$ cat src/rtl/mem1_stage.sv
// mem1_stage: first memory stage; registers execute results, checks alignment, issues the dcache request
module mem1_stage #(
  parameter logic [5:0] ECODE_ALE    = 6'h09,
  parameter logic [8:0] ESUBCODE_ALE = 9'h000
) (
  input  logic        clk,
  input  logic        rst,
  input  logic        flush,
  input  logic        next_rdy_in,
  output logic        rdy_in,
  input  logic        in_valid,
  input  logic [31:0] in_pc,
  input  logic [31:0] in_ex_out,
  input  logic [31:0] in_rkd_data,
  input  logic        in_is_wr_rd,
  input  logic [4:0]  in_rd,
  input  logic        in_is_mem,
  input  logic        in_is_store,
  input  logic        in_is_signed,
  input  logic [1:0]  in_byte_type,
  input  logic        in_excp_valid,
  input  logic [14:0] in_excp_code,
  input  logic [31:0] in_badv,
  output logic        dc_req,
  output logic        dc_we,
  output logic [31:0] dc_addr,
  output logic [3:0]  dc_wstrb,
  output logic [31:0] dc_wdata,
  input  logic        dc_addr_ok,
  output logic        out_valid,
  output logic [31:0] out_pc,
  output logic [31:0] out_ex_out,
  output logic        out_is_wr_rd,
  output logic [4:0]  out_rd,
  output logic        out_is_load,
  output logic        out_is_signed,
  output logic [1:0]  out_byte_type,
  output logic [1:0]  out_addr_lo,
  output logic        out_excp_valid,
  output logic [14:0] out_excp_code,
  output logic [31:0] out_badv,
  output logic        fwd_valid,
  output logic [4:0]  fwd_idx,
  output logic        fwd_data_valid,
  output logic [31:0] fwd_data
);
  logic        valid_r, req_done;
  logic [31:0] pc_r, ex_out_r, rkd_r, badv_r;
  logic        is_wr_rd_r, is_mem_r, is_store_r, is_signed_r, excp_r;
  logic [4:0]  rd_r;
  logic [1:0]  byte_type_r;
  logic [14:0] excp_code_r;
  logic        m1_flush, m1_stall, misalign, is_half, is_word;

  // Control state: only valid and the issued-while-held flag need a defined reset value
  always_ff @(posedge clk or posedge rst)
    if (rst) begin
      valid_r  <= 1'b0;
      req_done <= 1'b0;
    end else begin
      if (rdy_in) valid_r <= in_valid;
      req_done <= (m1_flush | out_valid) ? 1'b0 : (req_done | (dc_req & dc_addr_ok & ~next_rdy_in));
    end

  // Payload register; contents are don't-care while valid_r is low
  always_ff @(posedge clk)
    if (rdy_in) begin
      pc_r        <= in_pc;
      ex_out_r    <= in_ex_out;
      rkd_r       <= in_rkd_data;
      is_wr_rd_r  <= in_is_wr_rd;
      rd_r        <= in_rd;
      is_mem_r    <= in_is_mem;
      is_store_r  <= in_is_store;
      is_signed_r <= in_is_signed;
      byte_type_r <= in_byte_type;
      excp_r      <= in_excp_valid;
      excp_code_r <= in_excp_code;
      badv_r      <= in_badv;
    end

  // Handshake, alignment, request, strobe/data and forwarding decode
  always_comb begin
    is_half        = byte_type_r == 2'd1;
    is_word        = byte_type_r[1];
    misalign       = is_mem_r & ((is_half & ex_out_r[0]) | (is_word & |ex_out_r[1:0]));
    m1_flush       = flush | ~valid_r;
    dc_req         = ~m1_flush & is_mem_r & ~excp_r & ~misalign & ~req_done;
    m1_stall       = (dc_req & ~dc_addr_ok) | ~next_rdy_in;
    rdy_in         = m1_flush | ~m1_stall;
    out_valid      = ~m1_flush & ~m1_stall;
    dc_we          = is_store_r;
    dc_addr        = ex_out_r;
    dc_wstrb       = ~is_store_r ? 4'b0000 :
                     is_word     ? 4'b1111 :
                     is_half     ? 4'b0011 << {ex_out_r[1], 1'b0} :
                                   4'b0001 << ex_out_r[1:0];
    dc_wdata       = is_word ? rkd_r : is_half ? {2{rkd_r[15:0]}} : {4{rkd_r[7:0]}};
    out_pc         = pc_r;
    out_ex_out     = ex_out_r;
    out_is_wr_rd   = is_wr_rd_r;
    out_rd         = rd_r;
    out_is_load    = is_mem_r & ~is_store_r;
    out_is_signed  = is_signed_r;
    out_byte_type  = byte_type_r;
    out_addr_lo    = ex_out_r[1:0];
    out_excp_valid = out_valid & (excp_r | misalign);
    out_excp_code  = excp_r ? excp_code_r : {ESUBCODE_ALE, ECODE_ALE};
    out_badv       = excp_r ? badv_r : ex_out_r;
    fwd_valid      = is_wr_rd_r & ~m1_flush;
    fwd_idx        = rd_r;
    fwd_data       = ex_out_r;
    fwd_data_valid = ~(is_mem_r & ~is_store_r);
  end
endmodule

$ cat config.mk
export PLATFORM = sky130hd
export DESIGN_NAME = mem1_stage
export DESIGN_NICKNAME = d
export VERILOG_FILES = /design/src/rtl/mem1_stage.sv
export SDC_FILE = /design/constraint.sdc
export NUM_CORES = 1
export LEC_CHECK = 0
export CAP_MARGIN = 30
export CORE_ASPECT_RATIO = 0.5
export CORE_MARGIN = 5
export CORE_UTILIZATION = 37
export CTS_CLUSTER_SIZE = 10
export DETAILED_ROUTE_END_ITERATION = 16
export HOLD_SLACK_MARGIN = 0.1
export PLACE_DENSITY = 0.86
export RECOVER_POWER = 100
export SLEW_MARGIN = 25
export SYNTH_ARGS = -nofsm -noshare
export SYNTH_HDL_FRONTEND = slang
export SYNTH_SLANG_ARGS = --single-unit
$ cat constraint.sdc
create_clock -name clk -period 13.2 [get_ports clk]
set_input_delay 1.98 -clock clk [delete_from_list [all_inputs] [get_ports clk]]
set_output_delay 1.98 -clock clk [all_outputs]
set_load 0.01 [all_outputs]
==> results of run 1 <==
-- cell type report --
type | count | area, sq um | area share
Sequential cell | 157 | 4700 | 0.444
Timing Repair Buffer | 400 | 3980 | 0.376
Multi-Input combinational cell | 119 | 981 | 0.0926
Clock buffer | 17 | 425 | 0.0401
Tap cell | 227 | 284 | 0.0268
Clock inverter | 12 | 196 | 0.0185
Inverter | 4 | 15.0 | 0.00142
Antenna cell | 4 | 10.0 | 0.000945
-- layer usage --
metal  track usage  vias to the layer above  share of wire
li1              -                     1938              -
met1         0.224                     2130           0.37
met2         0.369                      125           0.58
met3        0.0486                       24          0.040
met4        0.0590                        2          0.014
met5             0                        -        0.00062
-- metrics by stage --
step,setup WS (ns),util
floorplan,1.43,-
global placement,6.88,0.602
detailed placement,6.79,0.602
CTS,6.78,0.639
global route,3.90,0.638
finish,4.25,0.638
-- placed cells by master (no fill, tap or decap), drive strengths merged, types with 3 or more instances in the layout --
master         count
a21oi              6
and2              14
bufinv             5
clkbuf            21
clkdlybuf4s50     20
clkinv             4
diode              4
dlygate4sd3      375
edfxtp           155
inv                5
mux2              47
mux2i              8
nand2             11
nand2b             6
nor2               5
nor2b              3
o21ai             10
-- state kept, by name, indices dropped and copies added, names as in the netlist, 2 cells and up --
| signal | flops |
|---|---|
| dc_addr | 32 |
| out_pc | 32 |
| fwd_idx | 5 |
| rkd_r | 32 |
| out_byte_type | 2 |
| excp_code_r | 15 |
| badv_r | 32 |
-- worst min-delay path, cell delays in order (launching register included) --
cell                      delay (ns)
sky130_fd_sc_hd__dfrtp_1        0.37
sky130_fd_sc_hd__nand2_1        0.06
sky130_fd_sc_hd__o21ai_1        0.08
-- power by group --
| group | total, uW | internal [uW] | switching, uW |
|---|---|---|---|
| clock network | 524 | 332 | 192 |
| logic | 234 | 133 | 100 |
| registers | 619 | 594 | 24.2 |
-- logic make-up (layout without fill, tap and decap cells) --
| group | Yosys count | after routing |
|---|---|---|
| buf+inv | 92 | 433 |
| flops | 157 | 157 |
| mux | 55 | 55 |
| compound gates | 19 | 19 |
| simple gates | 45 | 45 |
| other cells | 0 | 4 |
-- final timing paths --
check	end	slack, ns	startpoint	depth (start not counted)
min in group asynchronous	valid_r$_DFFE_PP0P_	1.89	rst	2
setup / recovery	rdy_in	4.25	flush	7
hold / removal	req_done$_DFF_PP0_	0.55	req_done$_DFF_PP0_	2
max in group asynchronous	req_done$_DFF_PP0_	11.18	rst	2
hold reg to reg	req_done$_DFF_PP0_	0.55	req_done$_DFF_PP0_	2
setup reg to reg	dc_addr[2]$_DFFE_PP_	6.87	out_byte_type[1]$_DFFE_PP_	7
==> metrics.md, run 1 <==
| Metric | Value |
|---|---|
| Outcome | `finished, violations left` |
| Failing checks | `max-capacitance violations, max-slew violations` |
| Synthesized area per cell | `17.3 sq um` |
| Post-route clock skew | `0.0134 ns` |
| Critical path type | `input pin to output port` |
| Clock-pin slew on the worst setup and hold paths | `0.06 ns` |
| Net Count, Synth | `529` |
| Area post-placement | `9990 sq um` |
| Total I/O pin count | `396` |
| Area share of xor/xnor cells in the synthesized design | `0` |
| Library cell used as clock root buffer | `sky130_fd_sc_hd__clkbuf_16` |
| Power density over the cells | `130 nW/um^2` |
| Library cell with the largest summed area after synthesis | `sky130_fd_sc_hd__edfxtp_1` |
| Leading post-synthesis cells by cell area | `sky130_fd_sc_hd__edfxtp_1, sky130_fd_sc_hd__buf_4, sky130_fd_sc_hd__mux2_2` |
| Final non-filler cell area | `10600 sq um` |
| Proportion of layout cells with a drive suffix above 1 | `0.102` |
| Cell area after synthesis | `6350 sq um` |
| Die span in x | `195 um` |
| Required time worst endpoint | `11.22 ns` |
| Clock tree from TritonCTS | `done` |
| Most common flop cell mapped by yosys | `sky130_fd_sc_hd__edfxtp_1` |
| Number of maximum-capacitance violations | `2` |
| Kind of cell with the highest combined delay on the critical path | `buffers and inverters` |
| Clk Latency, worst-skew pair | `0.40 ns` |
| Sequential fraction of the synthesis area | `0.740` |
| Fin crit share | `0.678` |
| Number of buffers created by CTS | `17` |
| Critical-path cell with the highest stage delay | `sky130_fd_sc_hd__clkbuf_1` |
| Clock sinks | `157` |
| Wire length per cell after detailed routing | `22.2 um` |
| Number of setup violations in the final report | `0` |
| YS warnings | `0` |
| Overall overflow remaining after global route | `0` |
| Hold WS | `0.547 ns` |
| Number of placement rows | `33` |
| Compound-cell area share of the yosys netlist | `0.0163` |
| Number of design-rule violations left by the first detailed-router iteration | `278` |
| Post-placement cell count | `906` |
| Total setup buffers inserted after CTS | `0` |
| GRT Resource Usage Total | `0.196` |
| Leading post-synthesis cells by instance count | `sky130_fd_sc_hd__edfxtp_1, sky130_fd_sc_hd__buf_4, sky130_fd_sc_hd__mux2_2` |
| Overall die height | `103 um` |
| Highest ir drop seen on vdd | `76.4 uV` |
| Final total negative setup slack | `0 ns` |
| Most frequent cell after synthesis | `sky130_fd_sc_hd__edfxtp_1` |
| Final net count | `860` |
| Number of global-route vias before repair | `4473` |
| Transition at the pin with the smallest max-transition slack | `3.13 ns` |
| Post-synth EDFFs | `155` |
| Cell-by-cell trace of the critical path | `dlygate4sd3_1 -> nand2b_1 -> nor4_1 -> a21oi_4 -> clkbuf_1 -> clkbuf_1 -> dlygate4sd3_1` |
| Max Root-Sink Buffers | `2` |
| Startpoint class of the critical path | `input pin` |
| Fraction of synthesis flops using an asynchronous set or reset pin | `0.0127` |
| Total buffers and inverters traversed by the critical path | `4` |
| Number of buffers added on ports | `395` |
| Arrival time of the worst setup path | `6.97 ns` |
| Upper clock frequency limit | `112 MHz` |
| Worst stage delay on the critical path | `2.28 ns` |
| Unique cell type count in the Yosys netlist | `26` |
| Hold buffer count at CTS | `0` |
| Dpl hpwl | `16.2 mm` |
| Total chip power | `1380 uW` |
| Pin count of the biggest net entering global routing | `82` |
| Synthesized instance count | `368` |
| Die ar. | `20100 sq um` |
| H-tree depth | `4` |
| Fin cells | `940` |
| Critical Path Fanout Max | `57` |
| Simple-Gate Fraction of Synth Area | `0.0433` |
| Final-report hold violation count | `0` |
| Final-layout fill cell count | `1215` |
| Post-DRT Antenna Nets | `0` |
| Post-cts resize count | `0` |
| Setup repair after global routing missed its margin | `false` |
| Final wirelength | `20.9 mm` |
| Drt first pass iters | `4` |
| Final worst path period need | `8.95 ns` |
| Worst slew slack as a fraction of its limit | `-1.09` |
| Leak Pwr | `0.00399 uW` |
| Post-DR vias/cell | `4.49` |
| GPL Wtd Cong | `0.883` |
| Main combinational cell family by area after synthesis | `buffers and inverters` |
| Multiplexer share of the synthesized area | `0.0959` |
| Core area | `16600 sq um` |
| Area share of fa/ha/maj cells after synthesis | `0` |
| Drt drc | `0` |
| Effective utilization at floorplan | `0.383` |
| Capturing element type of the critical path | `output port` |
| Via Count | `4219` |
| Synth-to-Final Area Change | `66.7%` |
| Pins Over Slew Limit | `108` |
| Top-area cell type share of the netlist area | `0.732` |
| Class of the tightest hold or removal check | `register to register` |
| Antenna violations before repair | `3` |
| First-pass GRT wire length | `28.8 mm` |
| Yosys reg bits | `157` |
(Power assumes the default switching activity.)
==> run 2: changes to the inputs <==
- clock period: 13.2 -> 9.15 ns (I/O delays scaled with it)
==> metrics.md, run 2 (synthesis results as in run 1) <==
| Metric | Value |
|---|---|
| Upper clock frequency limit | `161 MHz` |
| Critical path type | `register to register` |
| Logic depth of the worst path, buffers included | `6 (-1)` |
| Required time worst endpoint | `9.18 ns (-2.04 ns)` |
| Dpl hpwl | `16.9 mm (+4.5%)` |
| Overall overflow remaining after global route | `0 (unchanged)` |
| Overall die height | `103 um (unchanged)` |
| Most frequent standard cell in the layout excluding fill and tap cells | `sky130_fd_sc_hd__dlygate4sd3_1` |
| Drt drc | `0 (unchanged)` |
| Worst slew slack as a fraction of its limit | `-1.66 (-0.570)` |
| Final worst path period need | `6.21 ns` |
| Synth-to-Final Area Change | `66.3%` |
| Final-report hold violation count | `0 (unchanged)` |
| Clock tree from TritonCTS | `done` |
| Cell repeated most along the worst path | `sky130_fd_sc_hd__clkbuf_1` |
| Number of buffers created by CTS | `17 (unchanged)` |
| Effective utilization at floorplan | `0.383 (unchanged)` |
| Proportion of layout cells with a drive suffix above 1 | `0.108 (+0.00659)` |
| FF-to-FF Start | `out_byte_type[1]$_DFFE_PP_` |
| Drt first pass iters | `4 (unchanged)` |
| Cell-by-cell trace of the critical path | `clkbuf_1 -> a21oi_1 -> nand3b_1 -> a21oi_4 -> clkbuf_1 -> buf_6` |
| Worst setup startpoint | `out_byte_type[1]$_DFFE_PP_` |
| Total buffers and inverters traversed by the critical path | `3 (-1)` |
| Number of design-rule violations left by the first detailed-router iteration | `228 (-18%)` |
| Pins Over Slew Limit | `74 (-31%)` |
| Final non-filler cell area | `10600 sq um (-0.26%)` |
| Max Root-Sink Buffers | `2 (unchanged)` |
| Critical Path Fanout Max | `83 (+46%)` |
| Termination of the worst setup path | `dc_addr[14]$_DFFE_PP_` |
| Most used cells in the layout excluding fill and tap cells | `sky130_fd_sc_hd__dlygate4sd3_1, sky130_fd_sc_hd__edfxtp_1, sky130_fd_sc_hd__mux2_2` |
| Setup repair after global routing missed its margin | `false` |
| Final total negative setup slack | `0 ns (unchanged)` |
| Highest ir drop seen on vdd | `126 uV (+64%)` |
| Hold buffer count at CTS | `0 (unchanged)` |
| Clock sinks | `157 (unchanged)` |
| H-tree depth | `4 (unchanged)` |
| Post-cts resize count | `0 (unchanged)` |
| Capturing element type of the critical path | `register` |
| Number of maximum-capacitance violations | `1 (-1)` |
| Terminus of the critical flop-to-flop path | `dc_addr[14]$_DFFE_PP_` |
| Total setup buffers inserted after CTS | `0 (unchanged)` |
| Class of the tightest hold or removal check | `register to register` |
| Kind of cell with the highest combined delay on the critical path | `buffers and inverters` |
| Die span in x | `195 um (unchanged)` |
| Number of global-route vias before repair | `4451 (-0.49%)` |
| Wire length per cell after detailed routing | `22.7 um (+2.2%)` |
| Number of buffers added on ports | `395 (unchanged)` |
| GRT Resource Usage Total | `0.201 (+0.00509)` |
| Via Count | `4287 (+1.6%)` |
| Power density over the cells | `185 nW/um^2 (+42%)` |
| Final net count | `860 (unchanged)` |
| Transition at the pin with the smallest max-transition slack | `3.99 ns (+0.855 ns)` |
| First-pass GRT wire length | `29.5 mm (+2.3%)` |
| Total I/O pin count | `396 (unchanged)` |
| Critical-path cell with the highest stage delay | `sky130_fd_sc_hd__clkbuf_1` |
| Pin count of the biggest net entering global routing | `84 (+2.4%)` |
| Number of placement rows | `33 (unchanged)` |
| Number of setup violations in the final report | `0 (unchanged)` |
| Post-DR vias/cell | `4.54 (+1.2%)` |
| Clk Latency, worst-skew pair | `0.41 ns (about the same)` |
| Final wirelength | `21.4 mm (+2.7%)` |
| Library cell used as clock root buffer | `sky130_fd_sc_hd__clkbuf_16` |
| Post-route clock skew | `0.0119 ns (-0.00145 ns)` |
| Fin crit share | `0.678` |
| Startpoint class of the critical path | `register` |
| Arrival time of the worst setup path | `6.24 ns (-0.73 ns)` |
| Worst stage delay on the critical path | `2.78 ns (+0.50 ns)` |
| Area post-placement | `9990 sq um (about the same)` |
| Antenna violations before repair | `5 (+2)` |
| GPL Wtd Cong | `0.874 (-1.0%)` |
| Final-layout fill cell count | `1252 (+3.0%)` |
| Outcome | `finished, violations left` |
| Clock-pin slew on the worst setup and hold paths | `0.06 ns (about the same)` |
| Failing checks | `max-capacitance violations, max-slew violations` |
| Die ar. | `20100 sq um (unchanged)` |
| Setup slack of the worst register-to-register path | `2.94 ns (-3.93 ns)` |
| Leak Pwr | `0.00397 uW (-0.49%)` |
| Post-DRT Antenna Nets | `0 (unchanged)` |
| Core area | `16600 sq um (unchanged)` |
| Total chip power | `1950 uW (+42%)` |
| Worst Reg-to-Reg Cells | `6 (-1)` |
==> run 2: cell count changes in the layout (fill, tap and decap cells not counted), moves of 2 or more <==
cell / change
sky130_fd_sc_hd__bufinv_16: -3
sky130_fd_sc_hd__clkinv_4: +2
sky130_fd_sc_hd__inv_6: +2
sky130_fd_sc_hd__inv_8: +3
sky130_fd_sc_hd__mux2_1: -3
sky130_fd_sc_hd__mux2_2: +3
==> run 2: worst reg2reg max path, stage by stage (launching register included) <==
cell and delay (ns):
sky130_fd_sc_hd__edfxtp_1 0.32, sky130_fd_sc_hd__clkbuf_1 0.99, sky130_fd_sc_hd__a21oi_1 0.23, sky130_fd_sc_hd__nand3b_1 0.36, sky130_fd_sc_hd__a21oi_4 0.18, sky130_fd_sc_hd__clkbuf_1 2.78, sky130_fd_sc_hd__buf_6 0.88
==> run 2: layout make-up <==
cell class | instances | area [sq um] | share of cell area
multi-input cells | 119 | 968 | 0.0916
inverters | 4 | 15.0 | 0.00142
repair buffers | 400 | 3980 | 0.377
flip-flops and latches | 157 | 4700 | 0.445
clock buffers | 17 | 425 | 0.0403
diodes | 5 | 12.5 | 0.00118
clock inverters | 15 | 179 | 0.0169
well taps | 227 | 284 | 0.0269
==> run 2: worst min path at each step <==
stage,from,to,cells past startpoint
4_1_cts,req_done$_DFF_PP0_,req_done$_DFF_PP0_,2
5_1_grt,req_done$_DFF_PP0_,req_done$_DFF_PP0_,2
3_5_place_dp,req_done$_DFF_PP0_,req_done$_DFF_PP0_,2
6_report,req_done$_DFF_PP0_,req_done$_DFF_PP0_,2
2_1_floorplan,req_done$_DFF_PP0_,req_done$_DFF_PP0_,2
3_3_place_gp,req_done$_DFF_PP0_,req_done$_DFF_PP0_,2
==> run 2: layer usage <==
| metal | GRT usage | part of all wire | vias to the layer above |
|---|---|---|---|
| met5 | 0 | 0 | - |
| met4 | 0.0633 | 0.012 | 0 |
| met3 | 0.0395 | 0.037 | 23 |
| met2 | 0.370 | 0.57 | 100 |
| met1 | 0.243 | 0.38 | 2218 |
| li1 | - | - | 1946 |
==> run 2: stage by stage <==
| step | instances | setup slack [ns] | util | hold slack, ns |
|---|---|---|---|---|
| after floorplan | 368 | 2.02 | - | 0.498 |
| after global placement | 907 | 4.67 | 0.602 | 0.534 |
| after detailed placement | 907 | 4.67 | 0.602 | 0.576 |
| after CTS | 939 | 4.67 | 0.639 | 0.589 |
| after global routing | 944 | 2.47 | 0.637 | 0.595 |
| final | 944 | 2.94 | 0.637 | 0.563 |
==> run 2: power by group <==
| part | switching (uW) | internal [uW] | total [uW] |
|---|---|---|---|
| clock network | 309 | 413 | 722 |
| registers | 35.9 | 858 | 894 |
| logic | 145 | 191 | 336 |
==> run 3: changes to the inputs <==
- CORE_UTILIZATION: 37 -> 33
- PLACE_DENSITY: 0.86 -> 0.81
- clock period: 9.15 -> 5.15 ns (I/O delays scaled with it)
==> metrics.md, run 3 (synthesis results as in run 1) <==
| Metric | Value |
|---|---|
| Setup slack of the worst register-to-register path | `1.19 ns (-1.75 ns)` |
| Post-route clock skew | `0.00999 ns (-0.00194 ns)` |
| Clock tree from TritonCTS | `done` |
| Cell-by-cell trace of the critical path | `or2_0 -> nand3b_4 -> a21oi_1 -> dlygate4sd3_1` |
| Power density over the cells | `325 nW/um^2 (+76%)` |
| Number of buffers created by CTS | `17 (unchanged)` |
| Antenna violations before repair | `0 (-5)` |
| Post-DR vias/cell | `4.30 (-5.3%)` |
| Final net count | `859 (-0.12%)` |
| Overall die height | `108 um (+5.3%)` |
| Final worst path period need | `4.04 ns` |
| Transition at the pin with the smallest max-transition slack | `1.69 ns (-2.30 ns)` |
| Die span in x | `206 um (+5.6%)` |
| Required time worst endpoint | `4.38 ns (-4.80 ns)` |
| Clk Latency, worst-skew pair | `0.41 ns (about the same)` |
| Worst stage delay on the critical path | `0.95 ns (-1.83 ns)` |
| Capturing element type of the critical path | `output port` |
| Critical-path cell with the highest stage delay | `sky130_fd_sc_hd__a21oi_1` |
| Final-report hold violation count | `0 (unchanged)` |
| Class of the tightest hold or removal check | `register to register` |
| Startpoint class of the critical path | `register` |
| Library cell used as clock root buffer | `sky130_fd_sc_hd__clkbuf_16` |
| Outcome | `finished, violations left` |
| Fin crit share | `0.785` |
| Effective utilization at floorplan | `0.341 (-0.0422)` |
| First-pass GRT wire length | `29.4 mm (-0.31%)` |
| Clock sinks | `157 (unchanged)` |
| Instance count along the most critical hold path | `2 (unchanged)` |
| Max Root-Sink Buffers | `2 (unchanged)` |
| Final-layout fill cell count | `1536 (+23%)` |
| Drt first pass iters | `4 (unchanged)` |
| Most frequent standard cell in the layout excluding fill and tap cells | `sky130_fd_sc_hd__dlygate4sd3_1` |
| Number of maximum-capacitance violations | `1 (unchanged)` |
| Pin count of the biggest net entering global routing | `82 (-2.4%)` |
| Number of global-route vias before repair | `4445 (-0.13%)` |
| Final wirelength | `21.1 mm (-1.7%)` |
| Post-placement cell count | `938 (+3.4%)` |
| Final setup slack of the worst path | `1.11 ns (-1.84 ns)` |
| Highest ir drop seen on vdd | `227 uV (+81%)` |
| Arrival time of the worst setup path | `3.27 ns (-2.97 ns)` |
| Hold buffer count at CTS | `0 (unchanged)` |
| Die ar. | `22300 sq um (+11%)` |
| Leak Pwr | `0.00397 uW (about the same)` |
| Total chip power | `3450 uW (+77%)` |
| Core area | `18700 sq um (+12%)` |
| Worst slew slack as a fraction of its limit | `-0.124 (+1.53)` |
| GPL Wtd Cong | `0.864 (-1.1%)` |
| Final total negative setup slack | `0 ns (unchanged)` |
| Post-Place Setup Slack | `1.71 ns (-2.96 ns)` |
| Via Count | `4181 (-2.5%)` |
| Synth-to-Final Area Change | `66.8%` |
| Critical path type | `register to output port` |
| Dpl hpwl | `16.6 mm (-2.0%)` |
| Overall overflow remaining after global route | `0 (unchanged)` |
| H-tree depth | `4 (unchanged)` |
| Drt drc | `0 (unchanged)` |
| Upper clock frequency limit | `247 MHz` |
| Total I/O pin count | `396 (unchanged)` |
| Hold WS | `0.520 ns (-0.0435 ns)` |
| Failing checks | `max-capacitance violations, max-slew violations` |
| Pins Over Slew Limit | `66 (-11%)` |
| Number of placement rows | `35 (+6.1%)` |
| Fin cells | `972 (+3.0%)` |
| Proportion of layout cells with a drive suffix above 1 | `0.111 (+0.00297)` |
| Number of setup violations in the final report | `0 (unchanged)` |
| Wire length per cell after detailed routing | `21.7 um (-4.5%)` |
| Worst Reg-to-Reg Cells | `4 (-2)` |
| Post-cts resize count | `0 (unchanged)` |
| Post-DRT Antenna Nets | `0 (unchanged)` |
| Number of design-rule violations left by the first detailed-router iteration | `251 (+10%)` |
| Clock-pin slew on the worst setup and hold paths | `0.07 ns (about the same)` |
| Setup repair after global routing missed its margin | `false` |
| GRT Resource Usage Total | `0.182 (-0.0189)` |
| Most used cells in the layout excluding fill and tap cells | `sky130_fd_sc_hd__dlygate4sd3_1, sky130_fd_sc_hd__edfxtp_1, sky130_fd_sc_hd__mux2_2` |
| Total setup buffers inserted after CTS | `0 (unchanged)` |
| Number of buffers added on ports | `395 (unchanged)` |
| Critical Path Fanout Max | `13 (-84%)` |
==> run 3: area by class of cell <==
type	instances	area [sq um]	share of cell area
Clock buffer	17	425	0.0401
Timing Repair Buffer	399	3980	0.376
Clock inverter	15	178	0.0168
Tap cell	259	324	0.0306
Inverter	4	15.0	0.00142
Antenna cell	2	5.00	0.000472
Multi-Input combinational cell	119	970	0.0915
Sequential cell	157	4700	0.444
==> run 3: path summary, 6_finish.rpt <==
path | startpoint | to
worst min register to register | req_done$_DFF_PP0_ | req_done$_DFF_PP0_
worst min-delay path | req_done$_DFF_PP0_ | req_done$_DFF_PP0_
worst max-delay path | out_byte_type[0]$_DFFE_PP_ | rdy_in
min in group asynchronous | rst | valid_r$_DFFE_PP0P_
worst max register to register | out_byte_type[0]$_DFFE_PP_ | dc_addr[12]$_DFFE_PP_
max in group asynchronous | rst | req_done$_DFF_PP0_
==> run 3: critical path: cells and delay by family, from the launching register on <==
family	cells	cell delay [ns]
AO/OA/AOI/OAI	1	0.95
AND/OR/NAND/NOR	2	0.42
buffers and inverters	1	0.74
flip-flops	1	0.74
==> run 3: power breakdown <==
part / leakage [uW] / switching (uW) / internal (uW) / total (uW)
clock: 0.000278 / 541 / 730 / 1270
sequential: 0.00162 / 62.4 / 1520 / 1580
combinational: 0.00206 / 256 / 338 / 595
total: 0.00397 / 860 / 2590 / 3450
==> run 3: per-layer routing <==
layer / wire [um] / GRT usage
met5: 0 / 0
met4: 303 / 0.0583
met3: 1100 / 0.0375
met2: 11800 / 0.329
met1: 7890 / 0.219
==> run 3: metrics by stage <==
stage | utilization | cell area, sq um
after global placement | 0.537 | 10000
after detailed placement | 0.539 | 10000
after global routing | 0.568 | 10600
after floorplan | - | 6370
final | 0.568 | 10600
after CTS | 0.571 | 10700
